File: config.mk
export PLATFORM = sky130hd
export DESIGN_NAME = clock_divider_ctrl_flat
export DESIGN_NICKNAME = d
export VERILOG_FILES = /design/src/rtl/clock_divider_ctrl_if.sv /design/src/rtl/clock_divider_ctrl.sv /design/src/flat_wrapper.sv
export SDC_FILE = /design/constraint.sdc
export NUM_CORES = 1
export LEC_CHECK = 0
export ABC_AREA = 1
export BUFFER_PORTS_ARGS = -buffer_cell sky130_fd_sc_hd__buf_2
export CAP_MARGIN = 5
export CELL_PAD_IN_SITES_DETAIL_PLACEMENT = 1
export CELL_PAD_IN_SITES_GLOBAL_PLACEMENT = 1
export CORE_AREA = 2 2 72 74
export CTS_BUF_LIST = sky130_fd_sc_hd__clkbuf_4 sky130_fd_sc_hd__clkbuf_8 sky130_fd_sc_hd__clkbuf_16
export DETAILED_ROUTE_END_ITERATION = 8
export DIE_AREA = 0 0 74 76
export HOLD_SLACK_MARGIN = 0.08
export MAX_ROUTING_LAYER = met4
export PLACE_DENSITY_LB_ADDON = 0.25
export RECOVER_POWER = 25
export SYNTH_ARGS = -nofsm -noshare
export SYNTH_HDL_FRONTEND = slang
export SYNTH_SLANG_ARGS = --single-unit
File: constraint.sdc
create_clock -name clk -period 2.9 [get_ports clk]
set_input_delay 0.58 -clock clk [delete_from_list [all_inputs] [get_ports clk]]
set_output_delay 0.58 -clock clk [all_outputs]
set_load 0.02 [all_outputs]
File: src/rtl/clock_divider_ctrl_if.sv
// Divisor update channel for clock_divider_ctrl: valid/ready transfer plus an
// error pulse returned when an accepted divisor is illegal and dropped.
interface clock_divider_ctrl_if #(
  parameter int unsigned DIV_WIDTH = 8
);
  logic                 div_valid;
  logic [DIV_WIDTH-1:0] div_value;
  logic                 div_ready;
  logic                 div_err;

  modport master (
    output div_valid,
    output div_value,
    input  div_ready,
    input  div_err
  );

  modport slave (
    input  div_valid,
    input  div_value,
    output div_ready,
    output div_err
  );
endinterface

File: src/rtl/clock_divider_ctrl.sv
// Run-time integer clock divider controller: glitch-free divisor updates on period
// boundaries, clean start/stop. Optional period counter: CLKDIV_CTRL_PERIOD_CNT_EN.
module clock_divider_ctrl #(
  parameter int unsigned DIV_WIDTH   = 8,
  parameter int unsigned DEFAULT_DIV = 12
) (
  input  logic                     clk,
  input  logic                     rst,
  input  logic                     en,
  clock_divider_ctrl_if.slave      div_if,
  output logic                     out,
  output logic                     tick,
  output logic                     running,
  output logic [DIV_WIDTH-1:0]     cur_div
`ifdef CLKDIV_CTRL_PERIOD_CNT_EN
  ,
  output logic [15:0]              period_count
`endif
);

  typedef enum logic [1:0] {StIdle, StRun, StStopping} state_e;

  state_e               state_q, state_d;
  logic [DIV_WIDTH-1:0] cnt_q, cnt_d;
  logic [DIV_WIDTH-1:0] cur_div_q, cur_div_d;
  logic [DIV_WIDTH-1:0] pend_q, pend_d;
  logic                 pend_valid_q, pend_valid_d;
  logic                 out_q, out_d;
  logic                 tick_q, tick_d;
  logic                 running_q, running_d;
  logic                 div_err_q, div_err_d;

  logic                 last;
  logic                 wrap;
  logic                 xfer;

  // cur_div is always >= 2, so cur_div-1 never underflows and the compare is full width.
  assign last = (cnt_q == (cur_div_q - DIV_WIDTH'(1)));
  assign wrap = (state_q != StIdle) && last;
  assign xfer = div_if.div_valid && !pend_valid_q;

  always_comb begin
    state_d      = state_q;
    cnt_d        = cnt_q;
    cur_div_d    = cur_div_q;
    pend_d       = pend_q;
    pend_valid_d = pend_valid_q;
    div_err_d    = 1'b0;

    unique case (state_q)
      StIdle: begin
        cnt_d = '0;
        if (en) begin
          state_d = StRun;
        end
      end
      StRun: begin
        cnt_d = last ? '0 : cnt_q + DIV_WIDTH'(1);
        if (!en) begin
          state_d = last ? StIdle : StStopping;
        end
      end
      StStopping: begin
        cnt_d = last ? '0 : cnt_q + DIV_WIDTH'(1);
        if (en) begin
          state_d = StRun;
        end else if (last) begin
          state_d = StIdle;
        end
      end
      default: begin
        state_d = StIdle;
        cnt_d   = '0;
      end
    endcase

    // A held divisor takes effect at the period boundary, or at once if already idle.
    if (pend_valid_q && (wrap || (state_q == StIdle))) begin
      cur_div_d    = pend_q;
      pend_valid_d = 1'b0;
    end

    // xfer implies no pending value, so this never races the apply above.
    if (xfer) begin
      if (div_if.div_value < DIV_WIDTH'(2)) begin
        div_err_d = 1'b1;
      end else if (state_q == StIdle) begin
        cur_div_d = div_if.div_value;
      end else begin
        pend_d       = div_if.div_value;
        pend_valid_d = 1'b1;
      end
    end

    running_d = (state_d != StIdle);
    tick_d    = running_d && (cnt_d == '0);
    out_d     = running_d && (cnt_d < (cur_div_d >> 1));
  end

  always_ff @(posedge clk or negedge rst) begin
    if (!rst) begin
      state_q      <= StIdle;
      cnt_q        <= '0;
      cur_div_q    <= DIV_WIDTH'(DEFAULT_DIV);
      pend_q       <= '0;
      pend_valid_q <= 1'b0;
      out_q        <= 1'b0;
      tick_q       <= 1'b0;
      running_q    <= 1'b0;
      div_err_q    <= 1'b0;
    end else begin
      state_q      <= state_d;
      cnt_q        <= cnt_d;
      cur_div_q    <= cur_div_d;
      pend_q       <= pend_d;
      pend_valid_q <= pend_valid_d;
      out_q        <= out_d;
      tick_q       <= tick_d;
      running_q    <= running_d;
      div_err_q    <= div_err_d;
    end
  end

  assign out              = out_q;
  assign tick             = tick_q;
  assign running          = running_q;
  assign cur_div          = cur_div_q;
  assign div_if.div_ready = !pend_valid_q;
  assign div_if.div_err   = div_err_q;

`ifdef CLKDIV_CTRL_PERIOD_CNT_EN
  logic [15:0] period_count_q, period_count_d;

  always_comb begin
    period_count_d = period_count_q;
    if (tick_d && (period_count_q != 16'hFFFF)) begin
      period_count_d = period_count_q + 16'd1;
    end
  end

  always_ff @(posedge clk or negedge rst) begin
    if (!rst) begin
      period_count_q <= '0;
    end else begin
      period_count_q <= period_count_d;
    end
  end

  assign period_count = period_count_q;
`endif

  a_tick_running : assert property (@(posedge clk) disable iff (!rst) tick_q |-> running_q);
  a_out_running  : assert property (@(posedge clk) disable iff (!rst) out_q |-> running_q);
  a_div_legal    : assert property (@(posedge clk) disable iff (!rst) cur_div_q >= DIV_WIDTH'(2));
  a_cnt_in_range : assert property (@(posedge clk) disable iff (!rst) cnt_q < cur_div_q);

endmodule
File: src/flat_wrapper.sv
// flat-port wrapper written by rule: the top's interface ports become plain ports
module clock_divider_ctrl_flat 
#(
  parameter int unsigned DIV_WIDTH   = 8,
  parameter int unsigned DEFAULT_DIV = 12
)
  (clk, rst, en, out, tick, running, cur_div, div_if_div_valid, div_if_div_value, div_if_div_ready, div_if_div_err);
  clock_divider_ctrl_if #(.DIV_WIDTH(DIV_WIDTH)) div_if_i ();
  input  logic clk;
  input  logic rst;
  input  logic en;
  output logic out;
  output logic tick;
  output logic running;
  output logic [DIV_WIDTH-1:0] cur_div;
  input wire logic [$bits(div_if_i.div_valid)-1:0] div_if_div_valid;
  input wire logic [$bits(div_if_i.div_value)-1:0] div_if_div_value;
  output wire logic [$bits(div_if_i.div_ready)-1:0] div_if_div_ready;
  output wire logic [$bits(div_if_i.div_err)-1:0] div_if_div_err;
  assign div_if_i.div_valid = div_if_div_valid;
  assign div_if_i.div_value = div_if_div_value;
  assign div_if_div_ready = div_if_i.div_ready;
  assign div_if_div_err = div_if_i.div_err;
  clock_divider_ctrl #(.DIV_WIDTH(DIV_WIDTH), .DEFAULT_DIV(DEFAULT_DIV)) u_core (.clk(clk), .rst(rst), .en(en), .div_if(div_if_i), .out(out), .tick(tick), .running(running), .cur_div(cur_div));
endmodule
### Yosys cells after proc, flatten, opt, wreduce, memory -nomap -nowiden

Index checks and enable logic that the tools add are counted.

| word-level totals | value |
|---|---|
| flip-flop bits (word level) | 31 |
| input bits | 12 |
| word-level logic and storage cells | 49 |

| cells by class | value |
|---|---|
| equality and inequality tests | 3 |
| order comparisons | 2 |
| $add $sub $neg | 2 |
| multiplexer cells | 18 |
| bitwise gates (word level) | 2 |
| reduce and logical (&&, ||, !) cells | 13 |

Operators with widths:

| cell | number |
|---|---|
| 8-bit 2-to-1 mux | 6 |
| 2-bit 2-to-1 mux | 5 |
| 8-bit by 1-bit adder with 8-bit output (second input constant) | 1 |
| 8-bit equality test | 1 |
| 8-bit logical NOT | 1 |
| 8-bit by 2-bit less-than comparator with 1-bit output (second input constant) | 1 |
| 8-bit by 7-bit less-than comparator with 1-bit output | 1 |
| 8-bit by 1-bit subtractor with 8-bit output (second input constant) | 1 |
| 1-bit 2-to-1 mux | 6 |
| 2-bit case mux with 3 select lines | 1 |
| 1-bit logical AND | 5 |
| 2-bit nonzero test | 2 |
| 3-bit AND reduction | 1 |
| 2-bit by 1-bit equality test with 1-bit output (second input constant) | 1 |
| 2-bit equality test (second input constant) | 1 |
| 2-bit logical NOT | 1 |
| 1-bit NOT | 2 |
| 2-bit OR reduction | 1 |
| 1-bit logical NOT | 1 |
| 1-bit logical OR | 1 |

### Depth between registers and ports, before layout

Gate-level depths: netlist (run 1).

| logic depth | value |
|---|---|
| depth in word-level cells | 11 |
| mapped depth | 22 |
| depth with buffers taken out | 22 |

### Least setup slack after synthesis (run 1)

Ideal clock, no wire load.

| timing | value |
|---|---|
| path kind | register to register |
| start point | register u_core.cur_div_q[0], in the netlist u_core.cur_div[0] |
| end point | register u_core.out_q, in the netlist u_core.out |
| setup slack | 0.259 ns |
| stages on the path, launching flop included | 21 |
| required time | 2.775 ns |
| clock period less this slack | 2.641 ns |
| data arrival time | 2.517 ns |
| library setup time | 0.125 ns |
| path through | dfrtp_1 > bufinv_8 > ha_1 > inv_1 > nand2_1 > nand2_1 > nand2_1 > nand2_1 > nand3_1 > nor2_2 > nand2_4 > nand2_4 > nand2_4 > nand2_1 > o211ai_1 > o21ai_0 > inv_1 > ha_1 > nand2_1 > nor3_1 > a21oi_2 |

| on the way | value |
|---|---|
| longest elaborated chain between the ends | 11 |
| elaborated cells between the ends (all ways) | 19 |

Ends and longest elaborated chain:

| element | RTL line | RTL |
|---|---|---|
| from (decl) | clock_divider_ctrl.sv:25 | `logic [DIV_WIDTH-1:0] cur_div_q, cur_div_d;` |
| from (signal assigned) | clock_divider_ctrl.sv:104 | `cur_div_q <= DIV_WIDTH'(DEFAULT_DIV);` |
| from (signal assigned) | clock_divider_ctrl.sv:114 | `cur_div_q <= cur_div_d;` |
| 8-bit by 1-bit subtractor with 8-bit output (*) | clock_divider_ctrl.sv:38 | `assign last = (cnt_q == (cur_div_q - DIV_WIDTH'(1)));` |
| 8-bit equality test (*) | clock_divider_ctrl.sv:38 |  |
| 1-bit logical AND (*) | clock_divider_ctrl.sv:39 | `assign wrap = (state_q != StIdle) && last;` |
| 1-bit logical OR (*) | clock_divider_ctrl.sv:78 | `if (pend_valid_q && (wrap \|\| (state_q == StIdle))) begin` |
| 1-bit logical AND (*) | clock_divider_ctrl.sv:78 |  |
| 8-bit 2-to-1 mux (*) | clock_divider_ctrl.sv:78 |  |
| 8-bit 2-to-1 mux | clock_divider_ctrl.sv:87 | `end else if (state_q == StIdle) begin` |
| 8-bit 2-to-1 mux | clock_divider_ctrl.sv:85 | `if (div_if.div_value < DIV_WIDTH'(2)) begin` |
| 8-bit 2-to-1 mux (*) | clock_divider_ctrl.sv:84 | `if (xfer) begin` |
| via u_core.cur_div_d[5] | clock_divider_ctrl.sv:25 |  |
| 8-bit by 7-bit less-than comparator with 1-bit output (*) | clock_divider_ctrl.sv:97 | `out_d = running_d && (cnt_d < (cur_div_d >> 1));` |
| 1-bit logical AND (*) | clock_divider_ctrl.sv:97 |  |
| via u_core.out_d | clock_divider_ctrl.sv:28 | `logic out_q, out_d;` |
| to (signal assigned) | clock_divider_ctrl.sv:117 | `out_q <= out_d;` |
| to (decl) | clock_divider_ctrl.sv:28 |  |

The timed path passes the listed nets; every way through them passes the cells marked *.
A chain may end at the register's enable or synchronous reset.

### Worst setup path after layout (run 1)

| timing | value |
|---|---|
| start point | register u_core.cur_div_q[0], in the netlist u_core.cur_div[0] |
| end point | register u_core.out_q, in the netlist u_core.out |

| on the way | value |
|---|---|
| longest elaborated chain between the ends | 11 |
| elaborated cells between the ends (all ways) | 19 |

Ends and longest elaborated chain:

| element | RTL line |
|---|---|
| 8-bit by 1-bit subtractor with 8-bit output (*) | clock_divider_ctrl.sv:38 |
| 8-bit equality test (*) | clock_divider_ctrl.sv:38 |
| 1-bit logical AND | clock_divider_ctrl.sv:39 |
| 1-bit logical OR | clock_divider_ctrl.sv:78 |
| 1-bit logical AND | clock_divider_ctrl.sv:78 |
| 8-bit 2-to-1 mux | clock_divider_ctrl.sv:78 |
| 8-bit 2-to-1 mux | clock_divider_ctrl.sv:87 |
| 8-bit 2-to-1 mux | clock_divider_ctrl.sv:85 |
| 8-bit 2-to-1 mux | clock_divider_ctrl.sv:84 |
| 8-bit by 7-bit less-than comparator with 1-bit output | clock_divider_ctrl.sv:97 |
| 1-bit logical AND (*) | clock_divider_ctrl.sv:97 |
| via u_core.out_d | clock_divider_ctrl.sv:28 |

Marked as above.

==> results of run 1 <==
## how the worst max path moves through the flow
stage          cells past startpoint               from  slack, ns          to
6_report                          20  u_core.cur_div[0]       0.23  u_core.out
5_1_grt                           21  u_core.cur_div[0]     -0.005  u_core.out
4_1_cts                           21  u_core.cur_div[0]       0.04  u_core.out
3_5_place_dp                      21  u_core.cur_div[0]       0.08  u_core.out
3_3_place_gp                      21  u_core.cur_div[0]       0.11  u_core.out
2_1_floorplan                     20  u_core.cur_div[0]       0.26  u_core.out
## layer usage
layer / GRT usage, % / vias to the layer above / routed length (µm) / share of wire, %
met4: 6.18 / 0 / 96 / 1.9
li1: - / 870 / - / -
met1: 26.7 / 819 / 2350 / 46
met5: - / - / 0 / 0
met3: 3.17 / 7 / 116 / 2.3
met2: 32.9 / 23 / 2530 / 50
## through the flow
step,utilization [%],instance area [µm²]
after floorplan,-,2030
after global placement,45.7,2240
after detailed placement,45.7,2240
after CTS,47.4,2330
after global routing,49.3,2420
final,49.3,2420
## layout make-up
type,instances,area [µm²],area share (%)
inverters,47,193,7.96
multi-input cells,172,1100,45.4
well taps,70,87.6,3.62
clock buffers,5,68.8,2.84
flip-flops and latches,31,778,32.1
clock inverters,3,15.0,0.620
repair buffers,32,179,7.39
## layout by cell type, fill, tap and decap left out, types with 4 or more instances in the layout
master / instances
buf_2: 23
buf_4: 8
clkbuf_8: 5
dfrtp_1: 29
ha_1: 11
inv_1: 40
inv_2: 5
nand2_1: 51
nand2_2: 4
nand3_1: 20
nand3_2: 4
nor2_1: 13
o21ai_0: 10
o21ai_1: 4
xnor2_1: 5
xor2_1: 8
## kinds of logic after synthesis
logic type,count (synthesis),share of synthesized area (%)
adders and majority gates,13,8.00
DFF,31,38.3
and+or+nand+nor,115,28.3
buffers and inverters,51,10.5
muxes,3,1.66
xor gates and xnor gates,13,5.60
AOI/OAI and AO/OA,28,7.69
## registers in the layout, summed over array words and instances (netlist names)
register and cells:
u_core.cur_div 8, u_core.pend_valid_q 1, u_core.div_if.div_err 1, u_core.running 1
u_core.pend_q 8, u_core.cnt_q 8, u_core.state_q 2, u_core.out 1
u_core.tick 1
## critical path, delay by kind of cell (launching register included)
family,cells,cell delay [ns]
adder cells (fa/ha/maj),2,0.53
AO/OA/AOI/OAI,2,0.27
buffers and inverters,2,0.25
AND/OR/NAND/NOR,14,1.16
flip-flops,1,0.38
## power by group through the flow
stage | logic [W] | registers (W) | clock network, W
floorplan | 0.000950 | 0.000857 | 0
global placement | 0.00135 | 0.000821 | 0
detailed placement | 0.00138 | 0.000827 | 0
CTS | 0.00139 | 0.000821 | 0.000336
global route | 0.00171 | 0.000852 | 0.000357
finish | 0.00149 | 0.000826 | 0.000330
## what timing repair did
action                                  CTS  global route
hold buffers                              0             0
resized for setup                         0            18
endpoints found under the setup margin    0             1
buffers inserted                          0             5
==> results.yml, run 1 <==
run_status:
  status: "finished, violations left"
  violations: "capacitance limit, slew limit"
logic_synthesis:
  synthesis.nets: 279
  async_flop_share_pct: 100
  ys_top_cells_by_count: "nand2_1 (51), inv_1 (41), dfrtp_1 (29)"
  netlist_area_um2: 2030
  synth.top_cell.area_share_pct: 35.7
  synthCells: 254
  synth_area_leaders: "dfrtp_1 (36%), nand2_1 (9.4%), ha_1 (8.0%)"
  yosysMostFrequentCell: "nand2_1"
  yosys.area.top_type: "dfrtp_1"
  synth_flop_cell: "dfrtp_1"
  syn_area_per_cell_um2: 8.00
  synth-seq-cells: 31
  yosysWarnings: 0
  ys_types: 37
  synth_edf_count: 0
  synth_seq_area_share_pct: 38.3
clock_network:
  clk_path_buf_depth: 2
  clkTransAtPathRegs_ns: 0.07
  worst_skew_pair.late_latency_ns: 0.29
  cts_max_level: 2
  cts-buffers-inserted: 5
  clock-sinks: 31
  root_buffer: "clkbuf_8"
  cts_tree: "built"
pwr:
  p_int_w: 0.00137
  p_leak_nw: 1.30
  p_clk_share_pct: 12.4
  power_density_nw_per_um2: 1090
  p_switching_w: 0.00128
  swShare_pct: 48.2
  finalPower_w: 0.00265
  ir_drop_v: 0.000474
  pwr-share-seq_pct: 31.2
  combinationalPowerShare_pct: 56.4
worst_setup_path:
  cp_data_arrival_time_ns: 2.89
  r2r-end: "u_core.out"
  cp.required_ns: 3.12
  start_kind: "register"
  critPathMaxFanout: 8
  worstReg2RegStart: "u_core.cur_div[0]"
  max_stage_delay_ns: 0.38
  crit_top_cell: "nand2_1"
  reg2reg_depth: 20
  worstSetupPathType: "reg -> reg"
  crit_chain: "bufinv_8, ha_2, inv_2, nand2_1, nand2_1, nand2_1, nand2_1, nand3_2, nor2_2, nand2_4, nand2_8, nand3_1, nand3_1, o21ai_0, ha_1, nand2_1, nand2_1, nand2_1, nand2_1, a21oi_2"
  slowest_stage: "dfrtp_1"
  crit_path_end_kind: "register"
  ff2ff_setup_slack_ns: 0.23
layout:
  diodes: 0
  final_cells: 360
  drive_gt1_share_pct: 27.9
  syn2layout_area_growth_pct: 19.1
  fin_nets: 314
  n_fill_cell: 629
global_route:
  antenna_found_initial: 0
  grt_pass1_wl_um: 8670
  grt_pass1_vias: 1759
  grt_max_degree: 32
  grt-ovfl-total: 0
  grt_usage_pct: 20.6
floorplan:
  io_pins: 25
  core_um2: 4910
  die_y_um: 76
  dieWidth_um: 74
  die_area_um2: 5620
  start_util_pct: 41.4
  num_rows: 26
placement:
  gp_congestion: 0.827
  dp_hpwl_um: 3970
  dp_slack_ns: 0.0766
  dp_cells: 347
  portBuffers: 24
sta:
  fin_skew_ns: 0.00767
  holdWs_ns: 0.496
  timing.setup.tns_ns: 0
  final_hold_viol_count: 0
  max-slew-margin-rel_pct: -9.29
  setup_viol: 0
  worst_slack_ns: 0.228
  slew_violations: 32
  finalCritPeriodShare_pct: 92.1
  worst_slew_pin_slew_ns: 1.64
  fmax_mhz: 374
  fin_crit_ns: 2.67
run:
  maxCapViolations: 1
routing:
  vias: 1719
  first_pass_iters: 4
  drc: 0
  final_antenna_net_count: 0
  vias_per_cell: 4.78
  wl_per_cell_um: 14.2
  wirelength_um: 5100
  initialDrtViolationCount: 60
min_path:
  hold_path_end: "u_core.pend_q[2]"
  min_path_type: "reg -> reg"
  worst_hold_path.num_cells: 2
  min_from: "u_core.pend_q[2]"
(Power assumes the default switching activity.)
==> run 2: changes to the inputs <==
clock period = 2.8 ns   (was 2.9 ns; I/O delays follow)
==> run 2 against run 1 <==
The run still ends with capacitance limit, slew limit left. Sequential power is 3.3% higher. First-iteration DRC count is 37% lower. Maximum frequency is 4.7% higher. Utilization is 0.71 points higher. Via count is 0.87% lower. Clock skew is 0.0016 ns lower. Count of clock-buffer cells in the layout is 2 higher. Power is 5.5% higher. Final cell count is 0.56% lower. Register-to-register slack better by 0.02 ns. Routed wire length is 1.4% lower. Critical endpoint unchanged. Highest routed layer unchanged.
==> results.yml, run 2 (synthesized netlist as in run 1, its figures left out) <==
layout:
  layout_commonest_cell: "nand2_1"
  diodes: 0
  syn2layout_area_growth_pct: 20.8
  fin_nets: 312
  final_cells: 358
  final_util_pct: 50.0
  drive_gt1_share_pct: 29.9
  final_cell_mix: "nand2_1 (51), inv_1 (36), dfrtp_1 (29), buf_2 (23), nand3_1 (21)"
  fin_area_um2: 2460
clock_network:
  clk_path_buf_depth: 2
  cts_hold_buf: 0
  clkTransAtPathRegs_ns: 0.07
  worst_skew_pair.late_latency_ns: 0.29
  root_buffer: "clkbuf_8"
  cts_tree: "built"
  clock-sinks: 31
  cts-buffers-inserted: 5
  cts_max_level: 2
floorplan:
  start_util_pct: 41.4
  die_area_um2: 5620
  die_y_um: 76
  core_um2: 4910
  dieWidth_um: 74
  num_rows: 26
  io_pins: 25
worst_setup_path:
  worstSetupPathType: "reg -> reg"
  slowest_stage: "dfrtp_1"
  crit_path_end_kind: "register"
  critPathMaxFanout: 10
  crit_chain: "inv_1, ha_4, inv_2, nand2_1, nand2_1, nand2_1, nand2_1, nand3_1, nor2_2, nand2_4, nand2_8, nand2_8, nand2_1, o211ai_1, o21ai_2, inv_1, ha_1, nand2_1, nor3_2, a21oi_2"
  cp_data_arrival_time_ns: 2.73
  cp.required_ns: 2.97
  crit_top_cell: "nand2_1"
  max_stage_delay_ns: 0.44
  start_kind: "register"
placement:
  place_area_um2: 2250
  gp_congestion: 0.781
  portBuffers: 24
  dp_slack_ns: -0.0179
  dp_cells: 348
  dp_hpwl_um: 3890
pwr:
  ir_drop_v: 0.000469
  p_leak_nw: 1.29
  power_density_nw_per_um2: 1140
global_route:
  antenna_found_initial: 0
  grt_usage_pct: 20.3
  grt-ovfl-total: 0
  grt_pass1_wl_um: 8430
  grt_pass1_vias: 1695
  grt_max_degree: 32
sta:
  holdWs_ns: 0.507
  max-slew-margin-rel_pct: -14.0
  worst_slack_ns: 0.248
  slew_violations: 32
  final_hold_viol_count: 0
  worst_slew_pin_slew_ns: 1.71
  setup_viol: 0
  finalCritPeriodShare_pct: 91.2
  fin_crit_ns: 2.55
  fin_skew_ns: 0.00605
  fmax_mhz: 392
run_status:
  status: "finished, violations left"
  violations: "capacitance limit, slew limit"
routing:
  wirelength_um: 5030
  wl_per_cell_um: 14.0
  drc: 0
  initialDrtViolationCount: 38
  vias_per_cell: 4.76
  first_pass_iters: 4
  vias: 1704
  final_antenna_net_count: 0
run:
  maxCapViolations: 1
min_path:
  min_path_type: "reg -> reg"
-- run 2: changes by cell type in the layout (fill, tap and decap cells not counted), moves of 2 or more --
cell	delta
buf_4	-2
clkinv_2	-2
ha_2	-2
ha_4	+3
inv_1	-4
inv_2	+4
o21ai_2	+2
-- run 2: what timing repair did --
item / CTS / global route
setup endpoints to repair: 1 / 1
pin swaps: 0 / 6
resized for setup: 1 / 26
buffers inserted: 0 / 2
-- run 2: final cells by class --
| type | instances | area [µm²] |
|---|---|---|
| fill | 618 | 2460 |
| multi-input combinational | 172 | 1140 |
| sequential | 31 | 778 |
| inverter | 47 | 193 |
| timing repair buffer | 30 | 164 |
| clock buffer | 7 | 90.1 |
| tap | 70 | 87.6 |
| clock inverter | 1 | 5.00 |
-- run 2: through the flow --
step / power (W) / TNS (ns)
finish: 0.00279 / 0
floorplan: 0.00187 / 0
detailed placement: 0.00228 / -0.0179
global route: 0.00307 / -0.0135
CTS: 0.00268 / 0
global placement: 0.00224 / 0
-- run 2: report_power, final --
group,total [W],internal [W],switching (W)
clock,0.000381,0.000208,0.000173
sequential,0.000853,0.000638,0.000215
combinational,0.00156,0.000607,0.000954
total,0.00279,0.00145,0.00134
-- run 2: per-layer routing --
layer | wire length (µm) | up-vias | GRT usage [%]
met3 | 123 | 7 | 3.84
met5 | 0 | - | -
met2 | 2520 | 20 | 31.8
met4 | 83 | 0 | 6.55
li1 | - | 870 | -
met1 | 2300 | 807 | 26.5
-- run 2: critical path: cells and delay by family (launching register included) --
family | cells | cell delay, ns
DFF | 1 | 0.44
AOI/OAI and AO/OA | 3 | 0.27
adders and majority gates | 2 | 0.44
buffers and inverters | 3 | 0.23
and+or+nand+nor | 12 | 1.04
-- run 2: worst paths after layout --
check,start,endpoint,slack [ns],cells after the start
max in group asynchronous,rst,u_core.pend_q[4],1.10,1
setup reg to reg,u_core.cur_div[1],u_core.out,0.25,20
setup / recovery,u_core.cur_div[1],u_core.out,0.25,20
hold reg to reg,u_core.pend_q[3],u_core.pend_q[3],0.51,2
min in group asynchronous,rst,u_core.pend_q[2],0.72,1
hold / removal,u_core.pend_q[3],u_core.pend_q[3],0.51,2
